===== src/rtl/arb_pkg.sv =====
// Shared arbiter definitions: phase encoding and error codes.
// The error code is laid out as {hold_err, timeout_err}, so it can be
// assigned directly onto the two error pulse registers.
package arb_pkg;

   localparam int unsigned ERR_W = 2;

   typedef enum logic [1:0] {
      IDLE    = 2'b00,
      ACTIVE1 = 2'b01,
      ACTIVE2 = 2'b10,
      RECOVER = 2'b11
   } phase_t;

   localparam logic [ERR_W-1:0] ERR_NONE    = 2'b00;
   localparam logic [ERR_W-1:0] ERR_TIMEOUT = 2'b01;
   localparam logic [ERR_W-1:0] ERR_HOLD    = 2'b10;

endpackage


===== src/rtl/rr_phase_arbiter_if.sv =====
// Requester/resource side bundle of rr_phase_arbiter.
//   req          : per-requester request level
//   ready / done : resource phase-advance inputs
//   grant        : one-hot grant or zero
//   grant_id     : current or last granted index
//   state        : current phase
//   timeout_err  : setup timeout pulse
//   hold_err     : forced-release pulse
// master drives req/ready/done; slave is the arbiter.
interface rr_phase_arbiter_if #(
   parameter int unsigned N_REQ = 4
);
   import arb_pkg::*;

   localparam int unsigned ID_W = $clog2(N_REQ);

   logic [N_REQ-1:0] req;
   logic             ready;
   logic             done;
   logic [N_REQ-1:0] grant;
   logic [ID_W-1:0]  grant_id;
   phase_t           state;
   logic             timeout_err;
   logic             hold_err;

   modport master (
      output req, ready, done,
      input  grant, grant_id, state, timeout_err, hold_err
   );

   modport slave (
      input  req, ready, done,
      output grant, grant_id, state, timeout_err, hold_err
   );

endinterface


===== src/rtl/rr_pick.sv =====
// Combinational round-robin selector.
//   req      : request vector
//   last_idx : index granted last (lowest priority this round)
//   valid    : some request is set
//   next_idx : first set bit scanning upward from last_idx+1 with wrap
module rr_pick #(
   parameter  int unsigned N_REQ = 4,
   localparam int unsigned ID_W  = $clog2(N_REQ)
) (
   input  logic [N_REQ-1:0] req,
   input  logic [ID_W-1:0]  last_idx,
   output logic             valid,
   output logic [ID_W-1:0]  next_idx
);

   // Offsets 1..N_REQ visit every requester once, ending at last_idx itself.
   always_comb begin
      int unsigned cand;
      cand     = 0;
      valid    = 1'b0;
      next_idx = last_idx;
      for (int unsigned i = 1; i <= N_REQ; i++) begin
         cand = (32'(last_idx) + i) % N_REQ;
         if (!valid && req[ID_W'(cand)]) begin
            valid    = 1'b1;
            next_idx = ID_W'(cand);
         end
      end
   end

endmodule


===== src/rtl/rr_phase_arbiter.sv =====
// Round-robin owner of a shared two-phase resource.
// Each grant walks IDLE -> ACTIVE1 (setup, wait ready) -> ACTIVE2
// (transfer, wait done). Setup is bounded by SETUP_TIMEOUT (abort through
// RECOVER), transfer by HOLD_MAX (forced release).
//   clk, reset : rising-edge clock, async active-high reset
//   bus        : rr_phase_arbiter_if slave (req/ready/done in,
//                grant/grant_id/state/timeout_err/hold_err out, registered)
module rr_phase_arbiter
   import arb_pkg::*;
#(
   parameter int unsigned N_REQ         = 4,
   parameter int unsigned SETUP_TIMEOUT = 16,
   parameter int unsigned HOLD_MAX      = 8
) (
   input  logic              clk,
   input  logic              reset,
   rr_phase_arbiter_if.slave bus
);

   localparam int unsigned ID_W = $clog2(N_REQ);
   localparam int unsigned ST_W = $clog2(SETUP_TIMEOUT + 1);
   localparam int unsigned HD_W = $clog2(HOLD_MAX + 1);

   phase_t           state_r;
   logic [N_REQ-1:0] grant_r;
   logic [ID_W-1:0]  grant_id_r;
   logic             timeout_err_r;
   logic             hold_err_r;
   logic [ST_W-1:0]  setup_cnt;
   logic [HD_W-1:0]  hold_cnt;

   logic             pick_valid;
   logic [ID_W-1:0]  pick_idx;

   rr_pick #(.N_REQ(N_REQ)) u_pick (
      .req      (bus.req),
      .last_idx (grant_id_r),
      .valid    (pick_valid),
      .next_idx (pick_idx)
   );

   // Phase FSM; all outputs are registered here.
   always_ff @(posedge clk or posedge reset) begin
      if (reset) begin
         state_r       <= IDLE;
         grant_r       <= '0;
         grant_id_r    <= ID_W'(N_REQ - 1);
         timeout_err_r <= 1'b0;
         hold_err_r    <= 1'b0;
         setup_cnt     <= '0;
         hold_cnt      <= '0;
      end else begin
         {hold_err_r, timeout_err_r} <= ERR_NONE;
         case (state_r)
            IDLE: begin
               if (pick_valid) begin
                  grant_id_r <= pick_idx;
                  grant_r    <= N_REQ'(1) << pick_idx;
                  setup_cnt  <= '0;
                  state_r    <= ACTIVE1;
               end
            end
            // Withdrawal beats ready, ready beats timeout.
            ACTIVE1: begin
               if (!bus.req[grant_id_r]) begin
                  grant_r <= '0;
                  state_r <= IDLE;
               end else if (bus.ready) begin
                  hold_cnt <= '0;
                  state_r  <= ACTIVE2;
               end else if (setup_cnt == ST_W'(SETUP_TIMEOUT - 1)) begin
                  grant_r                     <= '0;
                  {hold_err_r, timeout_err_r} <= ERR_TIMEOUT;
                  state_r                     <= RECOVER;
               end else begin
                  setup_cnt <= setup_cnt + ST_W'(1);
               end
            end
            // The transfer owns the resource: req is not looked at here.
            ACTIVE2: begin
               if (bus.done) begin
                  grant_r <= '0;
                  state_r <= IDLE;
               end else if (hold_cnt == HD_W'(HOLD_MAX - 1)) begin
                  grant_r                     <= '0;
                  {hold_err_r, timeout_err_r} <= ERR_HOLD;
                  state_r                     <= IDLE;
               end else begin
                  hold_cnt <= hold_cnt + HD_W'(1);
               end
            end
            RECOVER: begin
               state_r <= IDLE;
            end
            default: begin
               grant_r <= '0;
               state_r <= IDLE;
            end
         endcase
      end
   end

   assign bus.state       = state_r;
   assign bus.grant       = grant_r;
   assign bus.grant_id    = grant_id_r;
   assign bus.timeout_err = timeout_err_r;
   assign bus.hold_err    = hold_err_r;

   // Structural invariants.
   a_grant_onehot0 : assert property (@(posedge clk) disable iff (reset)
      $onehot0(grant_r));

   a_grant_matches_state : assert property (@(posedge clk) disable iff (reset)
      (grant_r != '0) == (state_r == ACTIVE1 || state_r == ACTIVE2));

   // Counters bound the time spent in each active phase.
   a_setup_bounded : assert property (@(posedge clk) disable iff (reset)
      (state_r == ACTIVE1) |-> (setup_cnt < ST_W'(SETUP_TIMEOUT)));

   a_hold_bounded : assert property (@(posedge clk) disable iff (reset)
      (state_r == ACTIVE2) |-> (hold_cnt < HD_W'(HOLD_MAX)));

endmodule


===== src/flat_wrapper.sv =====
// flat-port wrapper written by rule: the top's interface ports become plain ports
module rr_phase_arbiter_flat import arb_pkg::*;
#(
   parameter int unsigned N_REQ         = 4,
   parameter int unsigned SETUP_TIMEOUT = 16,
   parameter int unsigned HOLD_MAX      = 8
)
  (clk, reset, bus_req, bus_ready, bus_done, bus_grant, bus_grant_id, bus_state, bus_timeout_err, bus_hold_err);
  rr_phase_arbiter_if #(.N_REQ(N_REQ)) bus_i ();
  input  logic clk;
  input  logic reset;
  input wire logic [$bits(bus_i.req)-1:0] bus_req;
  input wire logic [$bits(bus_i.ready)-1:0] bus_ready;
  input wire logic [$bits(bus_i.done)-1:0] bus_done;
  output wire logic [$bits(bus_i.grant)-1:0] bus_grant;
  output wire logic [$bits(bus_i.grant_id)-1:0] bus_grant_id;
  output wire logic [$bits(bus_i.state)-1:0] bus_state;
  output wire logic [$bits(bus_i.timeout_err)-1:0] bus_timeout_err;
  output wire logic [$bits(bus_i.hold_err)-1:0] bus_hold_err;
  assign bus_i.req = bus_req;
  assign bus_i.ready = bus_ready;
  assign bus_i.done = bus_done;
  assign bus_grant = bus_i.grant;
  assign bus_grant_id = bus_i.grant_id;
  assign bus_state = bus_i.state;
  assign bus_timeout_err = bus_i.timeout_err;
  assign bus_hold_err = bus_i.hold_err;
  rr_phase_arbiter #(.N_REQ(N_REQ), .SETUP_TIMEOUT(SETUP_TIMEOUT), .HOLD_MAX(HOLD_MAX)) u_core (.clk(clk), .reset(reset), .bus(bus_i));
endmodule

===== config.mk =====
export PLATFORM = sky130hd
export DESIGN_NAME = rr_phase_arbiter_flat
export DESIGN_NICKNAME = d
export VERILOG_FILES = /design/src/rtl/arb_pkg.sv /design/src/rtl/rr_phase_arbiter_if.sv /design/src/rtl/rr_pick.sv /design/src/rtl/rr_phase_arbiter.sv /design/src/flat_wrapper.sv
export SDC_FILE = /design/constraint.sdc
export NUM_CORES = 1
export LEC_CHECK = 0
export BUFFER_PORTS_ARGS = -buffer_cell sky130_fd_sc_hd__buf_2
export CORE_MARGIN = 3
export CORE_UTILIZATION = 55
export DETAILED_ROUTE_END_ITERATION = 8
export HOLD_SLACK_MARGIN = 0.05
export PLACE_DENSITY = 0.77
export SETUP_SLACK_MARGIN = 0.15
export SKIP_CTS_REPAIR_TIMING = 1
export SLEW_MARGIN = 5
export SYNTH_ARGS = -nofsm -noshare
export SYNTH_HDL_FRONTEND = slang
export SYNTH_SLANG_ARGS = --single-unit

===== constraint.sdc =====
create_clock -name clk -period 2.8 [get_ports clk]
set_clock_uncertainty 0.15 [all_clocks]
set_input_delay 0.56 -clock clk [delete_from_list [all_inputs] [get_ports clk]]
set_output_delay 0.56 -clock clk [all_outputs]
set_load 0.01 [all_outputs]

==> run metrics, run 1 <==
crit path kind=flip-flop to flip-flop; CP endpoint kind=flip-flop; synthesized cell area=1201 um^2; Synth Warn #=0; first-pass GRT wire length=4298 um; CTS tree=done; share of the synthesized area in the top cell type=0.3542; PD cells=997.1 nW/um^2; top cell type by total area after synthesis=dfrtp_1; max-cap check violation count=0; top post-synthesis cells by count=17 x dfrtp_1, 8 x inv_1, 8 x o21ai_0; Slew @ Worst Pin=0.7425 ns; top_reg_cell synth=dfrtp_1; vias in the first global route=923; TritonCTS Buffers=3; H-tree depth=1; routed vias=1038; worst min path class=primary input to asynchronous set/reset pin; Inst Count DP=163; DR iter-0 viols=29; ANT cells=0; Mapped Nets=136; register area share after synthesis=0.3979; initial antenna violation count=0; Initial DRT Pass Iterations=4; count leader, synth=dfrtp_1; EDFF count, synth=0; Avg Inst Size Synth=9.927 um^2; async set-reset flop share out of synthesis=1.000; endpoints failing hold=0; DIE WIDTH=52.73 um; Final Core Density=0.6621; clock buffer depth=2; total gr overflow=0; Die Y=52.73 um; I/O pins=18; static leakage=0.6145 nW; clk_lat worst skew=0.29 ns; Die ar.=2780 um^2; Cell variety after synth=38; ANT nets after route=0; period utilization=0.8811; Site Rows=16; Post-route DRC=0; Worst Path Required=2.84 ns; RSZ-0062 raised after global routing=no; GR Util All Layers=0.2095; Sink Count=19; Yosys reg bits=19; Routed WL=2461 um; Layout Cells excl Fill=167; Post-Syn Instances=121; P&R area growth vs syn=11.46%; relative slew slack=0.5044; Net count, final=156; crit path DAT=2.51 ns; GP Congestion=0.7744; drt via density=6.216; hold slack=0.2266 ns; CTS root buffer=clkbuf_4; placed wire-length estimate=1827 um; I/O Buffers=17; clock slew at reported path FFs=0.11 ns; Pins Over Slew Limit=0; fmax=0.4053 GHz; fraction of layout cells with a size suffix above 1=0.2071; WL per Instance=14.74 um; Core ar.=2022 um^2; outcome=finished clean; CP max FO=6; Final Setup Violations=0; largest net degree at the start of global routing=20; post-route setup TNS=0 ns; synth top area cells=dfrtp_1 35%, ha_1 7.3%, dfstp_2 4.4%; Startpoint Class=flip-flop; Overall Power=0.001335 W; peak supply drop=0.7055 mV; Initial Utilization=0.5941; crit path time final=2.467 ns
==> state kept, by name, summed over array words and instances, names as in the netlist <==
name                    flops
u_core.setup_cnt            5
u_core.hold_cnt             4
u_core.bus.hold_err         1
u_core.bus.grant_id         2
u_core.bus.timeout_err      1
u_core.bus.grant            4
u_core.bus.state            2
==> critical path: stages, from the launching register on <==
cell     delay (ns)
dfrtp_1        0.44
ha_1           0.23
and3_1         0.19
ha_1           0.22
nor3b_1        0.40
nand2_1        0.24
mux2_2         0.32
a22o_1         0.18
==> per-layer routing <==
| layer | routed length [um] | vias up | share of wire | global-route usage |
|---|---|---|---|---|
| met1 | 1182 | 497 | 0.48 | 0.3095 |
| li1 | - | 505 | - | - |
| met2 | 1132 | 34 | 0.46 | 0.3037 |
| met4 | 18 | 0 | 0.0073 | 0.08511 |
| met3 | 128 | 2 | 0.052 | 0.02849 |
| met5 | 0 | - | 0 | 0 |
==> worst paths after layout <==
path,start,endpoint,slack [ns],cells past startpoint
max in group asynchronous,reset,u_core.setup_cnt[2]$_DFFE_PP0P_,1.81,2
worst min register to register,u_core.bus.grant[0]$_DFFE_PP0P_,u_core.bus.grant[0]$_DFFE_PP0P_,0.36,2
worst max-delay path,u_core.setup_cnt[0]$_DFFE_PP0P_,u_core.setup_cnt[1]$_DFFE_PP0P_,0.33,7
worst min-delay path,reset,u_core.hold_cnt[2]$_DFFE_PP0P_,0.23,2
min in group clk,u_core.bus.grant[0]$_DFFE_PP0P_,u_core.bus.grant[0]$_DFFE_PP0P_,0.36,2
worst max register to register,u_core.setup_cnt[0]$_DFFE_PP0P_,u_core.setup_cnt[1]$_DFFE_PP0P_,0.33,7
==> power breakdown <==
| part | switching [W] | internal (W) | leakage, nW |
|---|---|---|---|
| registers | 0.0000904 | 0.000360 | 0.250 |
| logic | 0.000405 | 0.000339 | 0.349 |
| clock network | 0.0000843 | 0.0000554 | 0.0150 |
==> cell families after synthesis <==
| logic type | synth area share |
|---|---|
| adder cells (fa/ha/maj) | 0.07291 |
| AND/OR/NAND/NOR | 0.2021 |
| flip-flops | 0.3979 |
| multiplexers | 0.08854 |
| buffers and inverters | 0.03125 |
| AO/OA/AOI/OAI | 0.2000 |
| XOR/XNOR | 0.007293 |
==> stage by stage <==
stage / worst slack, ns / cell area (um^2)
final: 0.3328 / 1339
after global routing: 0.1784 / 1339
after CTS: 0.3540 / 1339
after detailed placement: 0.3876 / 1313
after global placement: 0.4292 / 1313
after floorplan: 0.5367 / 1201
==> cell usage in the layout, fill, tap and decap left out, types with 3 or more instances in the layout <==
master,n
buf_2,17
dfrtp_1,17
o21ai_0,8
inv_1,8
ha_1,7
nand2_1,6
nor3_1,5
mux2i_1,5
nand3_1,5
a31oi_1,5
nand2b_1,4
nand3b_1,4
a21oi_1,4
o41ai_1,4
nor4_1,3
nor2_1,3
mux2_2,3
clkbuf_4,3
==> area by class of cell <==
class                           count  area, um^2
Multi-Input combinational cell     92       685.7
Sequential cell                    19       478.0
Tap cell                           27       33.78
Timing Repair Buffer               17       85.08
Inverter                            8       30.03
Fill cell                         179       683.2
Clock buffer                        4       26.28
No activity file was read; power rests on OpenSTA's default activity.
==> run 2: changes to the inputs <==
--- a/config.mk
+++ b/config.mk
@@ -5,12 +5,13 @@
 export SDC_FILE = /design/constraint.sdc
 export NUM_CORES = 1
 export LEC_CHECK = 0
+export ABC_AREA = 1
 export BUFFER_PORTS_ARGS = -buffer_cell sky130_fd_sc_hd__buf_2
 export CORE_MARGIN = 3
-export CORE_UTILIZATION = 55
+export CORE_UTILIZATION = 56
 export DETAILED_ROUTE_END_ITERATION = 8
 export HOLD_SLACK_MARGIN = 0.05
-export PLACE_DENSITY = 0.77
+export PLACE_DENSITY = 0.78
 export SETUP_SLACK_MARGIN = 0.15
 export SKIP_CTS_REPAIR_TIMING = 1
 export SLEW_MARGIN = 5
==> run 2 against run 1 <==
Combinational power is 40% higher; critical endpoint is now u_core.bus.grant_id[0]$_DFFE_PP1P_; worst hold slack got worse by 0.025 ns; non-clock buffer count is the same; critical path depth is 5 higher; maximum frequency up 24%; core utilization rose by 3.3 points; wire length is 0.28% higher; sequential power about the same; sequential share of layout area shrank 2.7 points.
==> run metrics, run 2 <==
Post-Place Worst Slack=0.8453 ns (was 0.3876 ns); Final Setup Violations=0 (unchanged); TritonCTS Buffers=3 (unchanged); CP endpoint kind=flip-flop (unchanged); Reg area=478.0 um^2 (unchanged); crit-path cells=inv_2 -> nand2_1 -> nand2_1 -> inv_1 -> nand2_1 -> nand2_2 -> inv_2 -> nand2_2 -> inv_2 -> nand2_1 -> nand2_1 -> o21ai_0 (was ha_1 -> and3_1 -> ha_1 -> nor3b_1 -> nand2_1 -> mux2_2 -> a22o_1); PD cells=1123 nW/um^2 (was 997.1 nW/um^2); H-tree depth=1 (unchanged); largest net degree at the start of global routing=20 (unchanged); post-route setup TNS=0 ns (unchanged); top cell type by total area after synthesis=dfrtp_1 (unchanged); static leakage=0.8196 nW (was 0.6145 nW); Initial DRT Pass Iterations=4 (unchanged); Avg Inst Size Synth=7.120 um^2 (was 9.927 um^2); routed vias=1167 (was 1038); Pins Over Slew Limit=0 (unchanged); top_reg_cell synth=dfrtp_1 (unchanged); CP most frequent cell=nand2_1 (was ha_1); register area share after synthesis=0.3649 (was 0.3979); Worst Path Required=2.85 ns (was 2.84 ns); Synth Warn #=0 (unchanged); CTS tree=done (unchanged); period utilization=0.7117 (was 0.8811); initial antenna violation count=0 (unchanged); outcome=finished clean (unchanged); crit path kind=flip-flop to flip-flop (unchanged); hold slack=0.2017 ns (was 0.2266 ns); first-pass GRT wire length=4222 um (was 4298 um); ANT nets after route=0 (unchanged); I/O Buffers=17 (unchanged); Slew @ Worst Pin=0.7047 ns (was 0.7425 ns); multi-input logic area=726.9 um^2 (was 685.7 um^2); CP max FO=12 (was 6); P&R area growth vs syn=10.51% (was 11.46%); critical path buffer and inverter count=4 (was 0); Cell variety after synth=24 (was 38); ANT cells=0 (unchanged); endpoints failing hold=0 (unchanged); count leader, synth=nand2_1 (was dfrtp_1); max reg flops=5 (unchanged); async set-reset flop share out of synthesis=1.000 (unchanged); clk_lat worst skew=0.30 ns (was 0.29 ns); Net count, final=220 (was 156); RSZ-0062 raised after global routing=no (unchanged); commonest non-fill, non-tap cells in the layout=65 x nand2_1, 22 x inv_1, 17 x nand3_1, 17 x buf_2, 17 x dfrtp_1 (was 17 x buf_2, 17 x dfrtp_1, 8 x o21ai_0, 8 x inv_1, 7 x ha_1); worst setup margin=0.8072 ns (was 0.3328 ns); vias in the first global route=1014 (was 923); top post-synthesis cells by count=65 x nand2_1, 22 x inv_1, 17 x dfrtp_1, 17 x nand3_1, 11 x nor2_1 (was 17 x dfrtp_1, 8 x inv_1, 8 x o21ai_0); largest reg by FF count=u_core.setup_cnt (unchanged); drt via density=5.052 (was 6.216); crit-path leading delay family=flip-flops (was simple AND/OR/NAND/NOR gates); DIE WIDTH=54.37 um (was 52.73 um); Die ar.=2956 um^2 (was 2780 um^2); max-cap check violation count=0 (unchanged); GP Congestion=0.8017 (was 0.7744); WL per Instance=10.68 um (was 14.74 um); GR Util All Layers=0.1968 (was 0.2095); fill cell count=182 (was 179); Routed WL=2468 um (was 2461 um); synthesized cell area=1310 um^2 (was 1201 um^2); CTS root buffer=clkbuf_4 (unchanged); Crit path largest cell delay=0.66 ns (was 0.44 ns); relative slew slack=0.5297 (was 0.5044); Post-Syn Instances=184 (was 121); crit path DAT=2.05 ns (was 2.51 ns); total gr overflow=0 (unchanged); Yosys reg bits=19 (unchanged); Die Y=54.37 um (was 52.73 um); Site Rows=16 (unchanged); peak supply drop=0.8334 mV (was 0.7055 mV); fmax=0.5018 GHz (was 0.4053 GHz); Mapped Nets=199 (was 136); Post-route DRC=0 (unchanged); crit path time final=1.993 ns (was 2.467 ns); share of the synthesized area in the top cell type=0.3247 (was 0.3542); clock buffer depth=2 (unchanged); EDFF count, synth=0 (unchanged); Sink Count=19 (unchanged); slowest cell on the critical path=dfstp_2 (was dfrtp_1); most common cell after layout, fill and taps aside=nand2_1; Core ar.=2082 um^2 (was 2022 um^2); placed wire-length estimate=1919 um (was 1827 um); fraction of layout cells with a size suffix above 1=0.2010 (was 0.2071); clock slew at reported path FFs=0.11 ns (about the same); DR iter-0 viols=36 (was 29); worst min path class=primary input to asynchronous set/reset pin (unchanged); Startpoint Class=flip-flop (unchanged); synth top area cells=dfrtp_1 32%, nand2_1 19%, ha_1 6.7% (was dfrtp_1 35%, ha_1 7.3%, dfstp_2 4.4%); Initial Utilization=0.6292 (was 0.5941); I/O pins=18 (unchanged)
==> run 2: worst paths after layout <==
check / from / end / slack [ns] / cells past startpoint
setup reg to reg: u_core.bus.grant_id[0]$_DFFE_PP1P_ / u_core.bus.grant_id[0]$_DFFE_PP1P_ / 0.81 / 12
hold reg to reg: u_core.bus.grant[2]$_DFFE_PP0P_ / u_core.bus.grant[2]$_DFFE_PP0P_ / 0.34 / 2
min in group clk: bus_done / u_core.bus.hold_err$_DFF_PP0_ / 0.27 / 2
max in group asynchronous: reset / u_core.hold_cnt[1]$_DFFE_PP0P_ / 1.85 / 2
setup / recovery: u_core.bus.grant_id[0]$_DFFE_PP1P_ / u_core.bus.grant_id[0]$_DFFE_PP1P_ / 0.81 / 12
hold / removal: reset / u_core.bus.timeout_err$_DFF_PP0_ / 0.20 / 2
==> run 2: area by class of cell <==
class | count | area share
clock buffer | 4 | 0.01815
inverter | 26 | 0.06742
multi-input combinational | 138 | 0.5022
sequential | 19 | 0.3302
tap | 27 | 0.02334
timing repair buffer | 17 | 0.05877
==> run 2: cells by family after synthesis <==
logic type,after synthesis,share of synthesized area
flip-flops,19,0.3649
AO/OA/AOI/OAI,17,0.06876
AND/OR/NAND/NOR,112,0.4059
buffers and inverters,27,0.08023
adder cells (fa/ha/maj),7,0.06685
XOR/XNOR,2,0.01337
==> run 2: per-layer routing <==
layer  vias up  wire length [um]  global-route usage
met3         4               111             0.03270
met5         -                 0                   0
met4         0                34             0.08714
met1       507              1238              0.2701
li1        623                 -                   -
met2        33              1083              0.3028
==> run 2: worst reg2reg max path, stage by stage, from the launching register on <==
cell and delay, ns:
dfstp_2 0.66, inv_2 0.12, nand2_1 0.08, nand2_1 0.08, inv_1 0.06, nand2_1 0.05
nand2_2 0.13, inv_2 0.05, nand2_2 0.10, inv_2 0.04, nand2_1 0.05, nand2_1 0.07
o21ai_0 0.25
==> run 2: where the power goes <==
group | internal [W] | switching [W]
clock network | 0.0000555 | 0.0000850
logic | 0.000352 | 0.000684
registers | 0.000363 | 0.0000852
total | 0.000771 | 0.000854
==> run 2: metrics by stage <==
| step | area (um^2) | instances | total power [W] | util |
|---|---|---|---|---|
| floorplan | 1310 | 184 | 0.001292 | - |
| global placement | 1421 | 227 | 0.001471 | 0.6827 |
| detailed placement | 1421 | 227 | 0.001490 | 0.6827 |
| CTS | 1448 | 231 | 0.001636 | 0.6953 |
| global route | 1448 | 231 | 0.001813 | 0.6953 |
| finish | 1448 | 231 | 0.001625 | 0.6953 |
